$ cat src/rtl/hsv_div_scheduler.sv
// RGB -> HSV pixel stage: computes max/min/delta locally and sequences the hue
// and saturation divisions onto one shared iterative divider (start/done).
module hsv_div_scheduler #(
  parameter int TIMEOUT_CYC = 64,
  parameter int HUE_SCALE   = 30
) (
  input  logic        clk,
  input  logic        rst_n,
  input  logic        in_valid,
  output logic        in_ready,
  input  logic [7:0]  din_r,
  input  logic [7:0]  din_g,
  input  logic [7:0]  din_b,
  output logic        out_valid,
  input  logic        out_ready,
  output logic [7:0]  dout_h,
  output logic [7:0]  dout_s,
  output logic [7:0]  dout_v,
  output logic        div_start,
  output logic [15:0] div_dividend,
  output logic [7:0]  div_divisor,
  input  logic        div_done,
  input  logic [15:0] div_quotient,
  output logic        busy,
  output logic        err_timeout,
  input  logic        err_clr,
  output logic [15:0] pix_cnt
);

  // Handshakes: a transfer occurs on a rising clk edge with valid && ready high;
  // the source holds its data stable while valid && !ready, and valid never
  // depends combinationally on ready.
  typedef enum logic [2:0] {
    IDLE, PREP, ISSUE_H, WAIT_H, ISSUE_S, WAIT_S, OUT
  } state_t;

  state_t state, state_nxt;

  logic [7:0]        r_q, g_q, b_q, max_q, delta_q, base_q;
  logic              neg_q, ready_armed;
  logic [15:0]       tcnt;
  logic [7:0]        max_c, min_c, delta_c, base_c, quot;
  logic signed [8:0] num_c;
  logic [8:0]        abs_num;
  logic [9:0]        h_raw;
  logic [7:0]        h_fix;
  logic              accept, in_wait, timeout_hit;

  // Max select priority R > G > B on ties; numerator/base follow the winner.
  always_comb begin
    max_c  = b_q;
    base_c = 8'd120;
    num_c  = $signed({1'b0, r_q}) - $signed({1'b0, g_q});
    if (r_q >= g_q && r_q >= b_q) begin
      max_c  = r_q;
      base_c = 8'd0;
      num_c  = $signed({1'b0, g_q}) - $signed({1'b0, b_q});
    end else if (g_q >= b_q) begin
      max_c  = g_q;
      base_c = 8'd60;
      num_c  = $signed({1'b0, b_q}) - $signed({1'b0, r_q});
    end
    min_c = r_q;
    if (g_q < min_c) min_c = g_q;
    if (b_q < min_c) min_c = b_q;
    delta_c = max_c - min_c;
    abs_num = num_c[8] ? $unsigned(-num_c) : $unsigned(num_c);
  end

  // Legal operands keep the quotient within 8 bits; clamp guards a faulty divider.
  assign quot  = (|div_quotient[15:8]) ? 8'hFF : div_quotient[7:0];
  assign h_raw = neg_q ? ({2'b00, base_q} - {2'b00, quot})
                       : ({2'b00, base_q} + {2'b00, quot});
  assign h_fix = h_raw[9] ? 8'(h_raw + 10'd180) : h_raw[7:0];

  assign accept      = in_valid & in_ready;
  assign in_wait     = (state == WAIT_H) || (state == WAIT_S);
  assign timeout_hit = in_wait && !div_done && (tcnt == 16'(TIMEOUT_CYC - 1));

  assign in_ready  = ready_armed && (state == IDLE);
  assign out_valid = (state == OUT);
  assign busy      = (state != IDLE);
  assign div_start = (state == ISSUE_H) || (state == ISSUE_S);

  always_ff @(posedge clk or negedge rst_n) begin
    if (!rst_n) state <= IDLE;
    else        state <= state_nxt;
  end

  always_comb begin
    state_nxt = state;
    case (state)
      IDLE:    if (accept) state_nxt = PREP;
      PREP:    state_nxt = (delta_c == 8'd0) ? OUT : ISSUE_H;
      ISSUE_H: state_nxt = WAIT_H;
      WAIT_H:  if (div_done) state_nxt = ISSUE_S;
               else if (timeout_hit) state_nxt = OUT;
      ISSUE_S: state_nxt = WAIT_S;
      WAIT_S:  if (div_done || timeout_hit) state_nxt = OUT;
      OUT:     if (out_ready) state_nxt = IDLE;
      default: state_nxt = IDLE;
    endcase
  end

  always_ff @(posedge clk or negedge rst_n) begin
    if (!rst_n) begin
      ready_armed  <= 1'b0;
      r_q          <= '0;
      g_q          <= '0;
      b_q          <= '0;
      max_q        <= '0;
      delta_q      <= '0;
      base_q       <= '0;
      neg_q        <= 1'b0;
      tcnt         <= '0;
      dout_h       <= '0;
      dout_s       <= '0;
      dout_v       <= '0;
      div_dividend <= '0;
      div_divisor  <= '0;
      pix_cnt      <= '0;
    end else begin
      ready_armed <= 1'b1;
      case (state)
        IDLE: if (accept) begin
          r_q <= din_r;
          g_q <= din_g;
          b_q <= din_b;
        end
        PREP: begin
          max_q   <= max_c;
          delta_q <= delta_c;
          base_q  <= base_c;
          neg_q   <= num_c[8];
          dout_v  <= max_c;
          if (delta_c == 8'd0) begin
            dout_h <= '0;
            dout_s <= '0;
          end else begin
            div_dividend <= 16'(abs_num[7:0]) * 16'(HUE_SCALE);
            div_divisor  <= delta_c;
          end
        end
        ISSUE_H, ISSUE_S: tcnt <= '0;
        WAIT_H: begin
          if (div_done) begin
            dout_h       <= h_fix;
            div_dividend <= 16'(delta_q) * 16'd255;
            div_divisor  <= max_q;
          end else if (timeout_hit) begin
            dout_h <= '0;
            dout_s <= '0;
          end else begin
            tcnt <= tcnt + 16'd1;
          end
        end
        WAIT_S: begin
          if (div_done) begin
            dout_s <= quot;
          end else if (timeout_hit) begin
            dout_h <= '0;
            dout_s <= '0;
          end else begin
            tcnt <= tcnt + 16'd1;
          end
        end
        OUT: if (out_ready) pix_cnt <= pix_cnt + 16'd1;
        default: ;
      endcase
    end
  end

  // Sticky error: a new timeout outranks a simultaneous clear.
  always_ff @(posedge clk or negedge rst_n) begin
    if (!rst_n)           err_timeout <= 1'b0;
    else if (timeout_hit) err_timeout <= 1'b1;
    else if (err_clr)     err_timeout <= 1'b0;
  end

endmodule

$ cat config.mk
export PLATFORM = sky130hd
export DESIGN_NAME = hsv_div_scheduler
export DESIGN_NICKNAME = d
export VERILOG_FILES = /design/src/rtl/hsv_div_scheduler.sv
export SDC_FILE = /design/constraint.sdc
export NUM_CORES = 1
export LEC_CHECK = 0
export CAP_MARGIN = 10
export CORE_ASPECT_RATIO = 0.9
export CORE_MARGIN = 10
export CORE_UTILIZATION = 61
export DETAILED_ROUTE_END_ITERATION = 8
export DONT_BUFFER_PORTS = 1
export PLACE_DENSITY = 0.77
export SLEW_MARGIN = 10
export SYNTH_ARGS = -nofsm -noshare
export SYNTH_HDL_FRONTEND = slang
export SYNTH_SLANG_ARGS = --single-unit
export TNS_END_PERCENT = 50
$ cat constraint.sdc
create_clock -name clk -period 7.3 [get_ports clk]
set_input_delay 1.46 -clock clk [delete_from_list [all_inputs] [get_ports clk]]
set_output_delay 1.46 -clock clk [all_outputs]
set_load 0.05 [all_outputs]
---- After elaboration in Yosys (flattened, before gate mapping) ----
Cells that the tools add are included.
word-level totals
  word-level logic and storage cells ...... 116
  register bits ........................... 126
  output and inout bits ................... 69
operators by class
  reductions and logical operators ........ 25
  equal/unequal tests ..................... 18
  add/sub/neg operators ................... 10
  muxes and demuxes ....................... 39
  magnitude comparators ................... 5
  bitwise gates (word level) .............. 1
  $mul .................................... 2
operators by type and width
  operator                                                                count
  8-bit two-way mux                                                       17
  16-bit two-way mux                                                      4
  16-bit one-hot mux with 2 select lines                                  2
  8-bit one-hot mux with 3 select lines                                   2
  8-bit by 8-bit subtractor with 9-bit output                             4
  16-bit by 1-bit adder with 16-bit output, second input constant         2
  8-bit greater-or-equal comparator                                       3
  3-bit one-hot mux with 7 select lines                                   1
  3-bit two-way mux                                                       6
  9-bit two-way mux                                                       2
  16-bit by 6-bit equality test with 1-bit output, second input constant  1
  8-bit < comparator                                                      2
  8-bit by 8-bit multiplier with 16-bit output, second input constant     1
  2-bit inequality test, second input constant                            8
  8-bit one-hot mux with 2 select lines                                   1
  8-bit by 4-bit multiplier with 12-bit output, second input constant     1
  3-bit AND reduction                                                     4
  10-bit two-way mux                                                      1
  8-bit by 8-bit adder with 9-bit output                                  1
  3-bit equality test, second input constant                              3
  8-bit adder, second input constant                                      1
  8-bit zero test                                                         1
  8-bit negator                                                           1
  8-bit OR reduction                                                      1
  other kinds (17)                                                        30

---- Longest topological paths before layout ----
Gate-level depths: netlist of run 1.
  word-level depth ........................ 8
  mapped depth ............................ 30
  depth with buffers taken out ............ 29

---- Least setup slack after synthesis of run 1 ----
OpenSTA, ideal clock, no wires.
  path type ............................... register -> register
  start point ............................. register r_q[6]
  end point ............................... register div_dividend[1]
  clock period less this slack ............ 6229 ps
  cell stages (with the launch flop) ...... 26
  setup slack ............................. 1071 ps
  data required time ...................... 7175 ps
  arrival ................................. 6104 ps
  path through ............................ dfrtp_1 -> ha_1 -> a21o_1 -> a221o_1 -> o21ai_1 -> clkbuf_1 -> a21oi_1 -> ha_1 -> a21o_1 -> a211oi_1 -> nand2_1 -> o21ai_2 -> clkbuf_1 -> a21oi_1 -> ha_1 -> nor2b_1 -> o21ai_0 -> a21boi_0 -> o21ai_0 -> a211oi_1 -> mux2_4 -> or3_4 -> a21oi_2 -> o21ai_2 -> buf_6 -> mux2_4
between the ends
  cells in the longest elaborated chain, start to end .. 8
  elaborated cells on any way between the ends .. 21
  those cells by class .................... 4 x add/sub; 1 x mul; 4 x order compare; 1 x eq/ne; 8 x mux; 3 x reduce/logical
RTL lines
  item                                                                             RTL line  source
  from (decl)                                                                      39        logic [7:0] r_q, g_q, b_q, max_q, delta_q, base_q;
  from (signal assigned)                                                           126       r_q <= din_r;
  8-bit greater-or-equal comparator or 8-bit < comparator (tied branches)          54, 64
  1-bit logical AND or 8-bit two-way mux (tied branches)                           54, 64
  9-bit two-way mux or 8-bit < comparator (tied branches)                          54, 65
  8-bit negator or 8-bit two-way mux (tied branches)                               67, 65
  8-bit two-way mux or 8-bit subtractor (tied branches)                            67, 66
  8-bit by 4-bit multiplier with 12-bit output or 8-bit zero test (tied branches)  140, 136
  16-bit two-way mux or 2-bit inequality test (tied branches)                      n/a
  16-bit one-hot mux with 2 select lines or 3-bit AND reduction (tied branches)    n/a
  to (signal assigned)                                                             140       div_dividend <= 16'(abs_num[7:0]) * 16'(HUE_SCALE);
  to (signal assigned)                                                             148       div_dividend <= 16'(delta_q) * 16'd255;
  to (decl)                                                                        20        output logic [15:0] div_dividend,
Parallel ways exist; a longest one is shown, timed or not. The select of a mux whose other input is x is not followed.
A chain may end at the register's enable or synchronous reset.

---- Final worst setup path of run 1 ----
  start point ............................. register r_q[1]
  end point ............................... register div_dividend[12]
between the ends
  cells in the longest elaborated chain, start to end .. 8
  elaborated cells on any way between the ends .. 21
  those cells by class .................... 4 x add/sub; 1 x mul; 4 x order compare; 1 x eq/ne; 8 x mux; 3 x reduce/logical
RTL lines
  item                                                                             RTL line  source
  8-bit by 8-bit subtractor with 9-bit output, or another cell as far along        53        num_c = $signed({1'b0, r_q}) - $signed({1'b0, g_q});
  9-bit two-way mux, or another cell as far along                                  58        end else if (g_q >= b_q) begin
  9-bit two-way mux or 8-bit < comparator (tied branches)                          54, 65
  8-bit negator or 8-bit two-way mux (tied branches)                               67, 65
  8-bit two-way mux or 8-bit subtractor (tied branches)                            67, 66
  8-bit by 4-bit multiplier with 12-bit output or 8-bit zero test (tied branches)  140, 136
  16-bit two-way mux or 2-bit inequality test (tied branches)                      n/a
  16-bit one-hot mux with 2 select lines or 3-bit AND reduction (tied branches)    n/a
Parallel ways exist; a longest one is shown, timed or not. The select of a mux whose other input is x is not followed.

==> results of run 1 <==
-- worst paths after layout --
kind	cells past startpoint	to	from
min	1	tcnt[7]	tcnt[7]
min reg2reg	1	tcnt[7]	tcnt[7]
max reg2reg	23	div_dividend[12]	r_q[1]
min in group asynchronous	0	dout_h[3]	rst_n
max in group asynchronous	0	g_q[4]	rst_n
max	23	div_dividend[12]	r_q[1]
-- routing by layer --
layer	GRT usage [%]	part of all wire (%)	vias to the layer above
li1	-	-	4027
met1	29.70	44	4103
met2	36.74	47	280
met3	6.269	7.5	42
met4	7.500	1.9	6
met5	0	0.15	-
-- repair_timing --
item,CTS,global route
resized for setup,0,2
setup endpoints to repair,0,35
hold endpoints to repair,0,0
-- cells in the final DEF (no fill, tap or decap), types with 9 or more instances in the layout --
cell / instances
mux2_2: 37
inv_1: 130
xnor2_1: 48
xor2_1: 33
o2bb2ai_1: 9
o21bai_1: 9
a21o_1: 22
nand2b_1: 11
nor2b_1: 12
a31o_2: 18
dfrtp_1: 121
mux2i_1: 9
o21ai_0: 82
nand4_1: 9
buf_4: 13
and3_1: 13
mux2_4: 17
nand2_1: 87
nand3_1: 21
a211oi_1: 10
a21oi_1: 79
nor2_1: 82
fa_1: 45
clkbuf_16: 17
ha_1: 107
-- logic make-up after synthesis --
group / after synthesis / synth area share (%)
xor gates and xnor gates: 82 / 6.914
DFF: 121 / 28.55
buffers and inverters: 163 / 5.911
AOI/OAI and AO/OA: 297 / 17.88
adders and majority gates: 152 / 21.12
other: 1 / 0.03536
and+or+nand+nor: 280 / 12.40
muxes: 63 / 7.186
-- flip-flops by register name, indices dropped and copies added, names as in the netlist --
| register | count |
|---|---|
| r_q | 8 |
| dout_s | 8 |
| max_q | 8 |
| base_q | 3 |
| delta_q | 8 |
| pix_cnt | 16 |
| neg_q | 1 |
| dout_h | 8 |
| g_q | 8 |
| err_timeout | 1 |
| ready_armed | 1 |
| b_q | 8 |
| tcnt | 16 |
| div_dividend | 16 |
| state | 3 |
| div_divisor | 8 |
-- critical path: stages, from the launching register on --
cell      delay, ns
dfrtp_1        0.51
inv_1          0.14
ha_1           0.32
nor2b_1        0.13
o21ai_0        0.18
a21boi_0       0.23
o22ai_1        0.39
o211a_1        0.46
o21ai_0        0.26
and2_1         0.24
o21ai_0        0.52
fa_1           0.56
fa_1           0.47
ha_1           0.29
a21o_1         0.19
a21oi_1        0.20
o21ai_0        0.11
a21oi_1        0.22
o21ai_0        0.17
a21o_1         0.20
a21oi_1        0.16
xor2_1         0.16
o21ai_0        0.09
mux2_4         0.27
-- layout make-up --
cell class              count  area [µm²]
well taps                 235       294.0
clock inverters            11       147.6
inverters                 131       491.7
repair buffers             14       117.6
diodes                      3       7.507
fillers                  1315        5444
flip-flops and latches    121        3028
multi-input cells         875        6974
clock buffers              19       442.9
-- stage by stage --
stage,instance area [µm²],utilization [%],hold slack (ns)
after floorplan,10600,-,0.4455
after global placement,10900,64.30,0.4866
after detailed placement,10900,64.30,0.4845
after CTS,11490,67.79,0.4982
after global routing,11500,67.86,0.5155
final,11500,67.88,0.4953
==> flow_summary.yaml, run 1 <==
run_status:
  status: "finished, final reports clean"
cts:
  path_clk_slew_ns: 0.06
  post-cts-setup-buffers: 0
  clock_latency_ns: 0.44
  cts_buffer_depth: 2
  cts.sinks: 121
  cts-root-buf: "clkbuf_16"
  cts_buffers: 17
  hold_buffers: 0
  htreeDepth: 4
  cts_tree: "done"
detailed_routing:
  via_count: 8458
  finalWirelength_um: 26810
  drc: 0
  drt_iter0_markers: 582
  via_per_inst: 6.003
  wl_per_cell_um: 19.03
  dr.pass1.iters: 5
  antenna_left: 0
placed_design:
  dp_slack_ns: 0.6661
  dp_cells: 1376
  place.gp.congestion: 0.9661
  hpwl_um: 20730
  portBuffers: 0
critical_path:
  start_kind: "register"
  end_kind: "register"
  worstPathRequired_ns: 7.61
  worst-path-max-fanout: 12
  r2r_slack_ns: 0.69
  critPathKind: "reg2reg"
  arrival_ns: 6.93
global_route:
  grt_start_max_net_pins: 122
  grt_pass1_wl_um: 43650
  grt_pass1_vias: 8336
  grt-ovfl-total: 0
  antenna_found_initial: 7
  grtUsageTotal_pct: 23.03
logic_synthesis:
  ys_ff_latch: 121
  synth_enable_flop_cells: 0
  synth.top_cell.area_share_pct: 28.55
  async_reset_ff_share_pct: 100.0
  postSynthAreaPerCell_um2: 9.149
  synthTopCellsByCount: "130 x inv_1, 121 x dfrtp_1, 107 x ha_1"
  synth_cell_types: 66
  yosysMostFrequentCell: "inv_1"
  synth_seq_area_share_pct: 28.55
  synth-main-ff-cell: "dfrtp_1"
  synth_fp_nets: 1357
  synth_area_leader_cell: "dfrtp_1"
  ys_top_cells_by_area: "dfrtp_1 29%, ha_1 13%, fa_1 8.5%, inv_1 4.6%, xnor2_1 4.0%"
  synth_area_um2: 10600
  yosysWarnings: 0
  synth_cells: 1159
timing:
  skew_ns: 0.01077
  period_share_pct: 90.61
  setup_viol: 0
  relSlewSlack_pct: 21.17
  worst_pin_slew_ns: 1.180
  rsz0062_at_grt: "false"
  drv_slew: 0
  setup_ws_ns: 0.6853
  fin_tns_setup_ns: 0
  hold_violations: 0
  min_period_ns: 6.615
  max_freq_mhz: 151.2
die:
  pin_count: 115
  initial_core_util_pct: 62.57
  row_count: 45
  dieArea_um2: 23060
  die_x_um: 159.0
  design.core.area_um2: 16950
  die_h_um: 145.1
hold_path:
  min_path_type: "reg2reg"
finish:
  areaGrowthSynthToFinish_pct: 8.483
  drive_gt1_share_pct: 11.10
  final_nets: 1358
  stdcell_count: 1409
run:
  cap_violations: 0
Power of run 1 is not shown: default switching activity piles up to over one toggle a cycle in this logic, so the estimate is an artifact.
==> run 2: changes to the inputs <==
CTS_BUF_LIST = sky130_fd_sc_hd__clkbuf_16   (was not set)
==> run 2 against run 1 <==
- sequential share of layout area about the same
- die area unchanged
- hold slack improved by 0.00055 ns
- count of clock-buffer cells in the layout decreased by 2
- maximum frequency decreased by 0.14%
- critical path depth increased by 5
- largest cell class unchanged
- highest routed layer unchanged
==> flow_summary.yaml, run 2 (synthesis results as in run 1) <==
die:
  pin_count: 115
  dieArea_um2: 23060
  design.core.area_um2: 16950
  die_h_um: 145.1
  die_x_um: 159.0
  initial_core_util_pct: 62.57
  row_count: 45
cts:
  htreeDepth: 4
  cts.sinks: 121
  cts_buffers: 17
  clock_latency_ns: 0.43
  cts_tree: "done"
  cts-root-buf: "clkbuf_16"
  hold_buffers: 0
  cts_buffer_depth: 2
  path_clk_slew_ns: 0.06
placed_design:
  hpwl_um: 20730
  dp_cells: 1376
  place.gp.congestion: 0.9661
  portBuffers: 0
  placed_area_um2: 10900
critical_path:
  arrival_ns: 6.93
  start_kind: "register"
  slowest_stage: "fa_1"
  critPathTopFamily: "compound AO/OA/AOI/OAI gates"
  end_kind: "register"
  critPathKind: "reg2reg"
  worstPathRequired_ns: 7.61
  worst-path-max-fanout: 16
  critical-path-max-stage-delay_ns: 0.41
  cp_num_buf_inv: 4
  cp_common_cell: "a21oi_1"
timing:
  worst_pin_slew_ns: 1.184
  setup_viol: 0
  fin_tns_setup_ns: 0
  rsz0062_at_grt: "false"
  period_share_pct: 90.74
  drv_slew: 0
  relSlewSlack_pct: 20.86
  skew_ns: 0.01135
  max_freq_mhz: 151.0
  hold_violations: 0
  min_period_ns: 6.624
finish:
  drive_gt1_share_pct: 11.02
  final_cell_mix: "131 x inv_1, 121 x dfrtp_1, 107 x ha_1, 87 x nand2_1"
  final_nets: 1358
  stdcell_count: 1409
  areaGrowthSynthToFinish_pct: 8.389
  largest_registers: "div_dividend: 16 flops, pix_cnt: 16 flops, tcnt: 16 flops"
  layout_commonest_cell: "inv_1"
  fin_area_um2: 11490
hold_path:
  min_path_type: "reg2reg"
global_route:
  grt_pass1_wl_um: 43700
  grt_pass1_vias: 8331
  antenna_found_initial: 7
  grt-ovfl-total: 0
  grt_start_max_net_pins: 122
  grtUsageTotal_pct: 23.06
detailed_routing:
  finalWirelength_um: 26830
  drt_iter0_markers: 659
  dr.pass1.iters: 5
  via_count: 8583
  drc: 0
  wl_per_cell_um: 19.04
  via_per_inst: 6.092
  antenna_left: 0
run:
  cap_violations: 0
run_status:
  status: "finished, final reports clean"
## run 2: path summary, 6_finish.rpt
check	slack [ns]	cells past startpoint	start	end
setup reg to reg	0.68	28	g_q[6]	div_dividend[11]
min in group asynchronous	0.73	0	rst_n	dout_h[3]
setup / recovery	0.68	28	g_q[6]	div_dividend[11]
max in group asynchronous	6.41	0	rst_n	g_q[4]
hold / removal	0.50	1	tcnt[7]	tcnt[7]
hold reg to reg	0.50	1	tcnt[7]	tcnt[7]
## run 2: stage by stage
stage / hold slack [ns] / utilization (%) / worst slack [ns]
after floorplan: 0.4455 / - / 1.071
after global placement: 0.4866 / 64.30 / 0.8052
after detailed placement: 0.4845 / 64.30 / 0.6661
after CTS: 0.4972 / 67.73 / 0.5518
after global routing: 0.5111 / 67.80 / 0.004492
final: 0.4959 / 67.82 / 0.6758
## run 2: worst reg2reg max path, delay by kind of cell (launching register included)
kind / cells / cell delay [ns]
multiplexers: 1 / 0.32
buffers and inverters: 4 / 0.58
adder cells (fa/ha/maj): 4 / 1.28
AO/OA/AOI/OAI: 16 / 3.46
AND/OR/NAND/NOR: 2 / 0.23
flip-flops: 1 / 0.40
XOR/XNOR: 1 / 0.25
## run 2: what timing repair did
| item | 4_1_cts | 5_1_grt |
|---|---|---|
| setup buffers | 0 | 0 |
| gates resized for setup | 0 | 2 |
| setup endpoints to repair | 0 | 35 |
## run 2: per-layer routing
metal	track usage [%]	routed length, µm	vias to the layer above
met3	6.213	2175	49
met1	29.93	11610	4187
li1	-	-	4033
met5	0	41	-
met2	36.61	12460	308
met4	7.500	543	6
## run 2: cell type report
type / count / area, µm²
Sequential cell: 121 / 3028
Antenna cell: 3 / 7.507
Timing Repair Buffer: 14 / 117.6
Inverter: 131 / 491.7
Clock inverter: 13 / 155.1
Clock buffer: 17 / 425.4
Tap cell: 235 / 294.0
Fill cell: 1316 / 5454
Multi-Input combinational cell: 875 / 6974
Power of run 2 is left out for the same reason.
